File: config.mk
export PLATFORM = sky130hd
export DESIGN_NAME = cache_tq_alloc_flat
export DESIGN_NICKNAME = d
export VERILOG_FILES = /design/src/rtl/cache_tq_alloc_if.sv /design/src/rtl/cache_tq_alloc.sv /design/src/flat_wrapper.sv
export SDC_FILE = /design/constraint.sdc
export NUM_CORES = 1
export LEC_CHECK = 0
export ABC_AREA = 1
export BUFFER_PORTS_ARGS = -buffer_cell sky130_fd_sc_hd__clkbuf_2
export CAP_MARGIN = 10
export CORE_ASPECT_RATIO = 0.8
export CORE_MARGIN = 5
export CORE_UTILIZATION = 45
export DETAILED_ROUTE_END_ITERATION = 16
export GPL_TIMING_DRIVEN = 0
export PLACE_DENSITY = 0.71
export SLEW_MARGIN = 20
export SYNTH_ARGS = -nofsm -noshare
export SYNTH_HDL_FRONTEND = slang
export SYNTH_SLANG_ARGS = --single-unit
File: constraint.sdc
create_clock -name Clk -period 3 [get_ports Clk]
set_input_delay 0.3 -clock Clk [delete_from_list [all_inputs] [get_ports Clk]]
set_output_delay 0.3 -clock Clk [all_outputs]
set_load 0.1 [all_outputs]
File: src/rtl/cache_tq_alloc_if.sv
// Transaction-queue allocator bundle: alloc request/response, free, CAM lookup, status.
// master drives requests (core side); slave is the allocator.
interface cache_tq_alloc_if #(
    parameter int ID_WIDTH      = 3,
    parameter int CL_ADRS_WIDTH = 16
);
    logic                     AllocReq;
    logic [CL_ADRS_WIDTH-1:0] AllocClAddr;
    logic                     AllocAck;
    logic [ID_WIDTH-1:0]      AllocId;
    logic                     AllocReject;
    logic                     RejectFull;
    logic                     RejectHazard;
    logic                     FreeReq;
    logic [ID_WIDTH-1:0]      FreeId;
    logic [CL_ADRS_WIDTH-1:0] LookupClAddr;
    logic                     LookupHit;
    logic [ID_WIDTH-1:0]      LookupId;
    logic [ID_WIDTH:0]        Count;
    logic                     Full;
    logic                     Empty;
    logic                     FreeErr;

    modport master (
        output AllocReq, AllocClAddr, FreeReq, FreeId, LookupClAddr,
        input  AllocAck, AllocId, AllocReject, RejectFull, RejectHazard,
        input  LookupHit, LookupId, Count, Full, Empty, FreeErr
    );

    modport slave (
        input  AllocReq, AllocClAddr, FreeReq, FreeId, LookupClAddr,
        output AllocAck, AllocId, AllocReject, RejectFull, RejectHazard,
        output LookupHit, LookupId, Count, Full, Empty, FreeErr
    );
endinterface

File: src/rtl/cache_tq_alloc.sv
// TQ entry allocator/tracker: grants IDs, rejects line hazards and full, frees, CAM lookup.
// Ports: Clk, RstN (sync active-low), tq (slave modport). Macro CACHE_TQ_RR_ALLOC_EN enables round-robin selection.
module cache_tq_alloc #(
    parameter int ID_WIDTH      = 3,
    parameter int CL_ADRS_WIDTH = 16,
    parameter int NUM_ENTRY     = 2**ID_WIDTH
) (
    input  logic             Clk,
    input  logic             RstN,
    cache_tq_alloc_if.slave  tq
);
    localparam logic [ID_WIDTH:0] FULL_CNT = (ID_WIDTH+1)'(NUM_ENTRY);

    logic [NUM_ENTRY-1:0]     valid_q;
    logic [CL_ADRS_WIDTH-1:0] addr_q [NUM_ENTRY];
    logic [ID_WIDTH:0]        count_q;
    logic                     ack_q;
    logic [ID_WIDTH-1:0]      id_q;
    logic                     rej_q;
    logic                     rf_q;
    logic                     rh_q;
    logic                     ferr_q;

    logic                     hazard;
    logic                     full;
    logic [ID_WIDTH-1:0]      sel;
    logic                     sel_ok;
    logic                     grant;
    logic                     free_ok;
    logic                     free_bad;
    logic                     hit;
    logic [ID_WIDTH-1:0]      hit_id;

    always_comb begin
        hazard = 1'b0;
        for (int i = 0; i < NUM_ENTRY; i++) begin
            if (valid_q[i] && addr_q[i] == tq.AllocClAddr) hazard = 1'b1;
        end
    end

    assign full = (count_q == FULL_CNT);

`ifdef CACHE_TQ_RR_ALLOC_EN
    logic [ID_WIDTH-1:0] rr_q;
    logic [ID_WIDTH-1:0] idx;

    // Scan from the pointer; ID_WIDTH-bit addition wraps modulo NUM_ENTRY.
    always_comb begin
        sel    = '0;
        sel_ok = 1'b0;
        idx    = '0;
        for (int i = 0; i < NUM_ENTRY; i++) begin
            idx = rr_q + ID_WIDTH'(i);
            if (!sel_ok && !valid_q[idx]) begin
                sel    = idx;
                sel_ok = 1'b1;
            end
        end
    end

    always_ff @(posedge Clk) begin
        if (!RstN) rr_q <= '0;
        else if (grant) rr_q <= sel + 1'b1;
    end
`else
    always_comb begin
        sel    = '0;
        sel_ok = 1'b0;
        for (int i = 0; i < NUM_ENTRY; i++) begin
            if (!sel_ok && !valid_q[i]) begin
                sel    = ID_WIDTH'(i);
                sel_ok = 1'b1;
            end
        end
    end
`endif

    // Selection reads pre-free valid bits, so a slot freed this cycle is never picked.
    assign grant    = tq.AllocReq && !hazard && !full && sel_ok;
    assign free_ok  = tq.FreeReq && valid_q[tq.FreeId];
    assign free_bad = tq.FreeReq && !valid_q[tq.FreeId];

    always_ff @(posedge Clk) begin
        if (!RstN) begin
            valid_q <= '0;
            for (int i = 0; i < NUM_ENTRY; i++) addr_q[i] <= '0;
            count_q <= '0;
            ack_q   <= 1'b0;
            id_q    <= '0;
            rej_q   <= 1'b0;
            rf_q    <= 1'b0;
            rh_q    <= 1'b0;
            ferr_q  <= 1'b0;
        end else begin
            ack_q <= grant;
            id_q  <= grant ? sel : '0;
            rej_q <= tq.AllocReq && !grant;
            rh_q  <= tq.AllocReq && hazard;
            rf_q  <= tq.AllocReq && !hazard && !grant;
            if (free_ok) valid_q[tq.FreeId] <= 1'b0;
            if (grant) begin
                valid_q[sel] <= 1'b1;
                addr_q[sel]  <= tq.AllocClAddr;
            end
            if (free_bad) ferr_q <= 1'b1;
            count_q <= count_q + {{ID_WIDTH{1'b0}}, grant}
                               - {{ID_WIDTH{1'b0}}, free_ok};
        end
    end

    // Lowest matching valid index wins.
    always_comb begin
        hit    = 1'b0;
        hit_id = '0;
        for (int i = 0; i < NUM_ENTRY; i++) begin
            if (!hit && valid_q[i] && addr_q[i] == tq.LookupClAddr) begin
                hit    = 1'b1;
                hit_id = ID_WIDTH'(i);
            end
        end
    end

    assign tq.AllocAck     = ack_q;
    assign tq.AllocId      = id_q;
    assign tq.AllocReject  = rej_q;
    assign tq.RejectFull   = rf_q;
    assign tq.RejectHazard = rh_q;
    assign tq.LookupHit    = hit;
    assign tq.LookupId     = hit_id;
    assign tq.Count        = count_q;
    assign tq.Full         = full;
    assign tq.Empty        = (count_q == '0);
    assign tq.FreeErr      = ferr_q;
endmodule

File: src/flat_wrapper.sv
// flat-port wrapper written by rule: the top's interface ports become plain ports
module cache_tq_alloc_flat 
#(
    parameter int ID_WIDTH      = 3,
    parameter int CL_ADRS_WIDTH = 16,
    parameter int NUM_ENTRY     = 2**ID_WIDTH
)
  (Clk, RstN, tq_AllocReq, tq_AllocClAddr, tq_FreeReq, tq_FreeId, tq_LookupClAddr, tq_AllocAck, tq_AllocId, tq_AllocReject, tq_RejectFull, tq_RejectHazard, tq_LookupHit, tq_LookupId, tq_Count, tq_Full, tq_Empty, tq_FreeErr);
  cache_tq_alloc_if #(.ID_WIDTH(ID_WIDTH), .CL_ADRS_WIDTH(CL_ADRS_WIDTH)) tq_i ();
  input  logic Clk;
  input  logic RstN;
  input wire logic [$bits(tq_i.AllocReq)-1:0] tq_AllocReq;
  input wire logic [$bits(tq_i.AllocClAddr)-1:0] tq_AllocClAddr;
  input wire logic [$bits(tq_i.FreeReq)-1:0] tq_FreeReq;
  input wire logic [$bits(tq_i.FreeId)-1:0] tq_FreeId;
  input wire logic [$bits(tq_i.LookupClAddr)-1:0] tq_LookupClAddr;
  output wire logic [$bits(tq_i.AllocAck)-1:0] tq_AllocAck;
  output wire logic [$bits(tq_i.AllocId)-1:0] tq_AllocId;
  output wire logic [$bits(tq_i.AllocReject)-1:0] tq_AllocReject;
  output wire logic [$bits(tq_i.RejectFull)-1:0] tq_RejectFull;
  output wire logic [$bits(tq_i.RejectHazard)-1:0] tq_RejectHazard;
  output wire logic [$bits(tq_i.LookupHit)-1:0] tq_LookupHit;
  output wire logic [$bits(tq_i.LookupId)-1:0] tq_LookupId;
  output wire logic [$bits(tq_i.Count)-1:0] tq_Count;
  output wire logic [$bits(tq_i.Full)-1:0] tq_Full;
  output wire logic [$bits(tq_i.Empty)-1:0] tq_Empty;
  output wire logic [$bits(tq_i.FreeErr)-1:0] tq_FreeErr;
  assign tq_i.AllocReq = tq_AllocReq;
  assign tq_i.AllocClAddr = tq_AllocClAddr;
  assign tq_i.FreeReq = tq_FreeReq;
  assign tq_i.FreeId = tq_FreeId;
  assign tq_i.LookupClAddr = tq_LookupClAddr;
  assign tq_AllocAck = tq_i.AllocAck;
  assign tq_AllocId = tq_i.AllocId;
  assign tq_AllocReject = tq_i.AllocReject;
  assign tq_RejectFull = tq_i.RejectFull;
  assign tq_RejectHazard = tq_i.RejectHazard;
  assign tq_LookupHit = tq_i.LookupHit;
  assign tq_LookupId = tq_i.LookupId;
  assign tq_Count = tq_i.Count;
  assign tq_Full = tq_i.Full;
  assign tq_Empty = tq_i.Empty;
  assign tq_FreeErr = tq_i.FreeErr;
  cache_tq_alloc #(.ID_WIDTH(ID_WIDTH), .CL_ADRS_WIDTH(CL_ADRS_WIDTH), .NUM_ENTRY(NUM_ENTRY)) u_core (.Clk(Clk), .RstN(RstN), .tq(tq_i));
endmodule
==> reports/qor.csv <==
metric,value,unit
status,"finished, violations left",
violations,negative setup slack,
fin_util,52.2,%
ys_seq_elements,148,
routed_wirelength,48.4,mm
antenna_found_initial,2,
clockBufferDepth,2,
layout-drive-gt1-share,17.7,%
worstPathArrival,2.81,ns
finalHoldViolCount,0,
portBuffers,27,
die_w,184,um
ant_nets,0,
report.final.setup_viol,3,
crit_buf_inv,3,
worstPathCellList,"clkbuf_2, inv_1, o22ai_1, nor2_1, nand2_1, nor2_1, nand3_1, nand2_1, nor2_1, nand2_1, nor2_1, o21ai_0, nand2_1, clkbuf_4",
critical_path_peak_fanout,9,
min_period_over_period,104,%
synth_flop_cell,edfxtp_1,
nets,1563,
maxCapViolCount,0,
path_delay_family,simple AND/OR/NAND/NOR gates,
worstHoldStart,tq_AllocReq,
rr_worst_depth,14,
dpl_cell_area,11400,um^2
startpoint_type,input port,
synth_warnings,0,
topRoutingLayerUsed,met4,
vias,11162,
pwr_density_cell,541,nW/um^2
yosys-top-cells-count,"390 x nand2_1, 214 x nor2_1, 163 x inv_1",
drtIter0Drc,2027,
worst_ir_drop_vdd,0.000339,V
critical_path_class,input port to output port,
gp_congestion,1.12,
synth_top_area_share,35.4,%
dp_slack,-0.596,ns
worstMarginPinSlew,1.10,ns
first_pass_iters,9,
slowest_stage,clkbuf_2,
final-max-slew-violation-count,0,
hpwlAfterDp,33.9,mm
fin_skew,0.0145,ns
hold_buffers,0,
first_global_vias,10184,
cts_tree,yes,
area_delta_synth_final,13.5,%
gr-total-overflow,0,
grt_max_degree,17,
seq_area_frac_synth,39.1,%
yosysMostFrequentCell,nand2_1,
grt_first_pass_wirelength,67.9,mm
cts_root_buf,clkbuf_16,
cts_buffers,17,
die_area,27300,um^2
htree_levels,4,
core-area,23600,um^2
r2r_end,u_core.addr_q[6][7],
grt_usage,34.7,%
end_kind,output port,
synth.largest_area_cell,edfxtp_1,
wire_per_inst,26.3,um
start_util,46.0,%
clock-sinks,148,
synth_area_per_cell,7.48,um^2
die_y,149,um
setup_slack,-0.105,ns
rows,50,
min_to,u_core.tq.RejectHazard,
syn_inst,1450,
dp_cells,1789,
drc,0,
cp_slowest_stage_delay,0.37,ns
met2_length,19.3,mm
synth_cell_types,55,
min_path_type,input port to register,
syn_nets,1496,
async_reset_ff_share,0,%
wl_met1,18.4,mm
rrSetupSlack,0.10,ns
dr_wl_met3,7.50,mm
final_area,12300,um^2
hold_depth,3,
final_cells,1843,
ioPinCount,57,
insertion_delay,0.44,ns
netlist_area,10800,um^2
maxSlewHeadroom,25.5,%
fmax,322,MHz
total_leakage_power,5.45,nW
avgViaCountPerCell,6.06,
cp.required,2.70,ns
synth_edf_count,128,
regToRegStartpoint,u_core.addr_q[6][13],
rsz0062_at_grt,yes,
synthTopCellsByArea,"edfxtp_1 35%, nand2_1 13%, nor2_1 7.4%",
fin_crit,3.11,ns
clkTransAtPathRegs,0.06,ns
-- power by group --
group | switching [mW] | total [mW] | internal [mW]
Sequential | 0.157 | 2.55 | 2.39
Clock | 0.951 | 2.42 | 1.47
Combinational | 1.26 | 1.69 | 0.432
Total | 2.37 | 6.67 | 4.30
-- cell type report --
cell class	instances	area (um^2)
fillers	2280	11300
multi-input cells	1058	5450
flip-flops and latches	148	4250
inverters	183	746
plain buffers	61	527
clock buffers	18	429
well taps	312	390
repair buffers	48	315
clock inverters	14	210
diodes	1	2.50
-- cells by family (layout without fill, tap and decap cells) --
family,count (synthesis),after routing,synth area share [%]
buffers and inverters,244,324,11.3
other,0,1,0
adder cells (fa/ha/maj),7,7,0.876
AND/OR/NAND/NOR,833,833,35.2
XOR/XNOR,60,60,4.84
AO/OA/AOI/OAI,158,158,8.70
flip-flops,148,148,39.1
-- flip-flops by register name, summed over array words and instances, names as in the netlist --
register,count
u_core.valid_q,8
u_core.tq.RejectHazard,1
u_core.tq.AllocAck,1
u_core.addr_q,128
u_core.tq.Count,4
u_core.tq.AllocReject,1
u_core.tq.FreeErr,1
u_core.tq.RejectFull,1
u_core.tq.AllocId,3
-- layout by cell type (no fill, tap or decap), types with 4 or more instances in the layout --
cell type and instances:
nand2_1 382, nor2_1 214, inv_1 158, edfxtp_1 128, nor2_2 70, o21ai_0 63, nand3_1 45, o22ai_1 45
nand4_1 43, xor2_1 39, clkbuf_2 35, buf_4 30, buf_6 27, xnor2_1 21, a21oi_1 20, dfxtp_1 19
nor3_1 17, clkbuf_16 17, nand2_4 9, nor4_1 9, inv_2 8, nand4_4 8, o311ai_0 8, nand2_2 7
clkinvlp_4 7, inv_4 6, o211ai_1 6, ha_1 6, nand3_2 5, buf_2 5, clkbuf_4 5, nor3b_1 5
clkbuf_1 5, clkinv_4 5, bufinv_16 5, nand3b_1 4
-- worst reg2reg max path: cells and delay by family (launching register included) --
kind | cells | cell delay, ns
AO/OA/AOI/OAI | 1 | 0.11
buffers and inverters | 2 | 0.44
flip-flops | 1 | 0.39
AND/OR/NAND/NOR | 11 | 1.63
-- worst max path at each step --
stage,to,depth (start not counted),slack (ns),startpoint
global placement,tq_LookupId[1],12,-0.63,tq_LookupClAddr[5]
floorplan,tq_LookupId[0],11,-0.13,tq_LookupClAddr[5]
detailed placement,tq_LookupId[1],14,-0.60,tq_LookupClAddr[5]
CTS,u_core.addr_q[0][1],14,0.01,u_core.addr_q[0][5]
finish,tq_LookupId[1],14,-0.11,tq_LookupClAddr[2]
global route,tq_LookupId[1],14,-0.11,tq_LookupClAddr[11]
-- what timing repair did --
item | in CTS | in global routing
gates cloned | 0 | 0
pin swaps | 0 | 3
buffers inserted | 3 | 18
resized for setup | 27 | 19
endpoints found under the setup margin | 132 | 132
-- per-stage QoR --
step                      power, mW  setup TNS, ns  hold WS (ns)
final                          6.67         -0.152         0.123
after global placement         4.17         -58.12         0.443
after floorplan                3.70         -0.130         0.439
after detailed placement       4.18         -62.52         0.460
after CTS                      6.54              0         0.119
after global routing           6.83         -0.113         0.127
-- layer usage --
layer / up-vias / global-route usage (%)
li1: 4900 / -
met1: 5092 / 47.3
met2: 942 / 49.2
met3: 228 / 10.9
met4: 0 / 18.6
met5: - / 0
(Power assumes the default switching activity.)
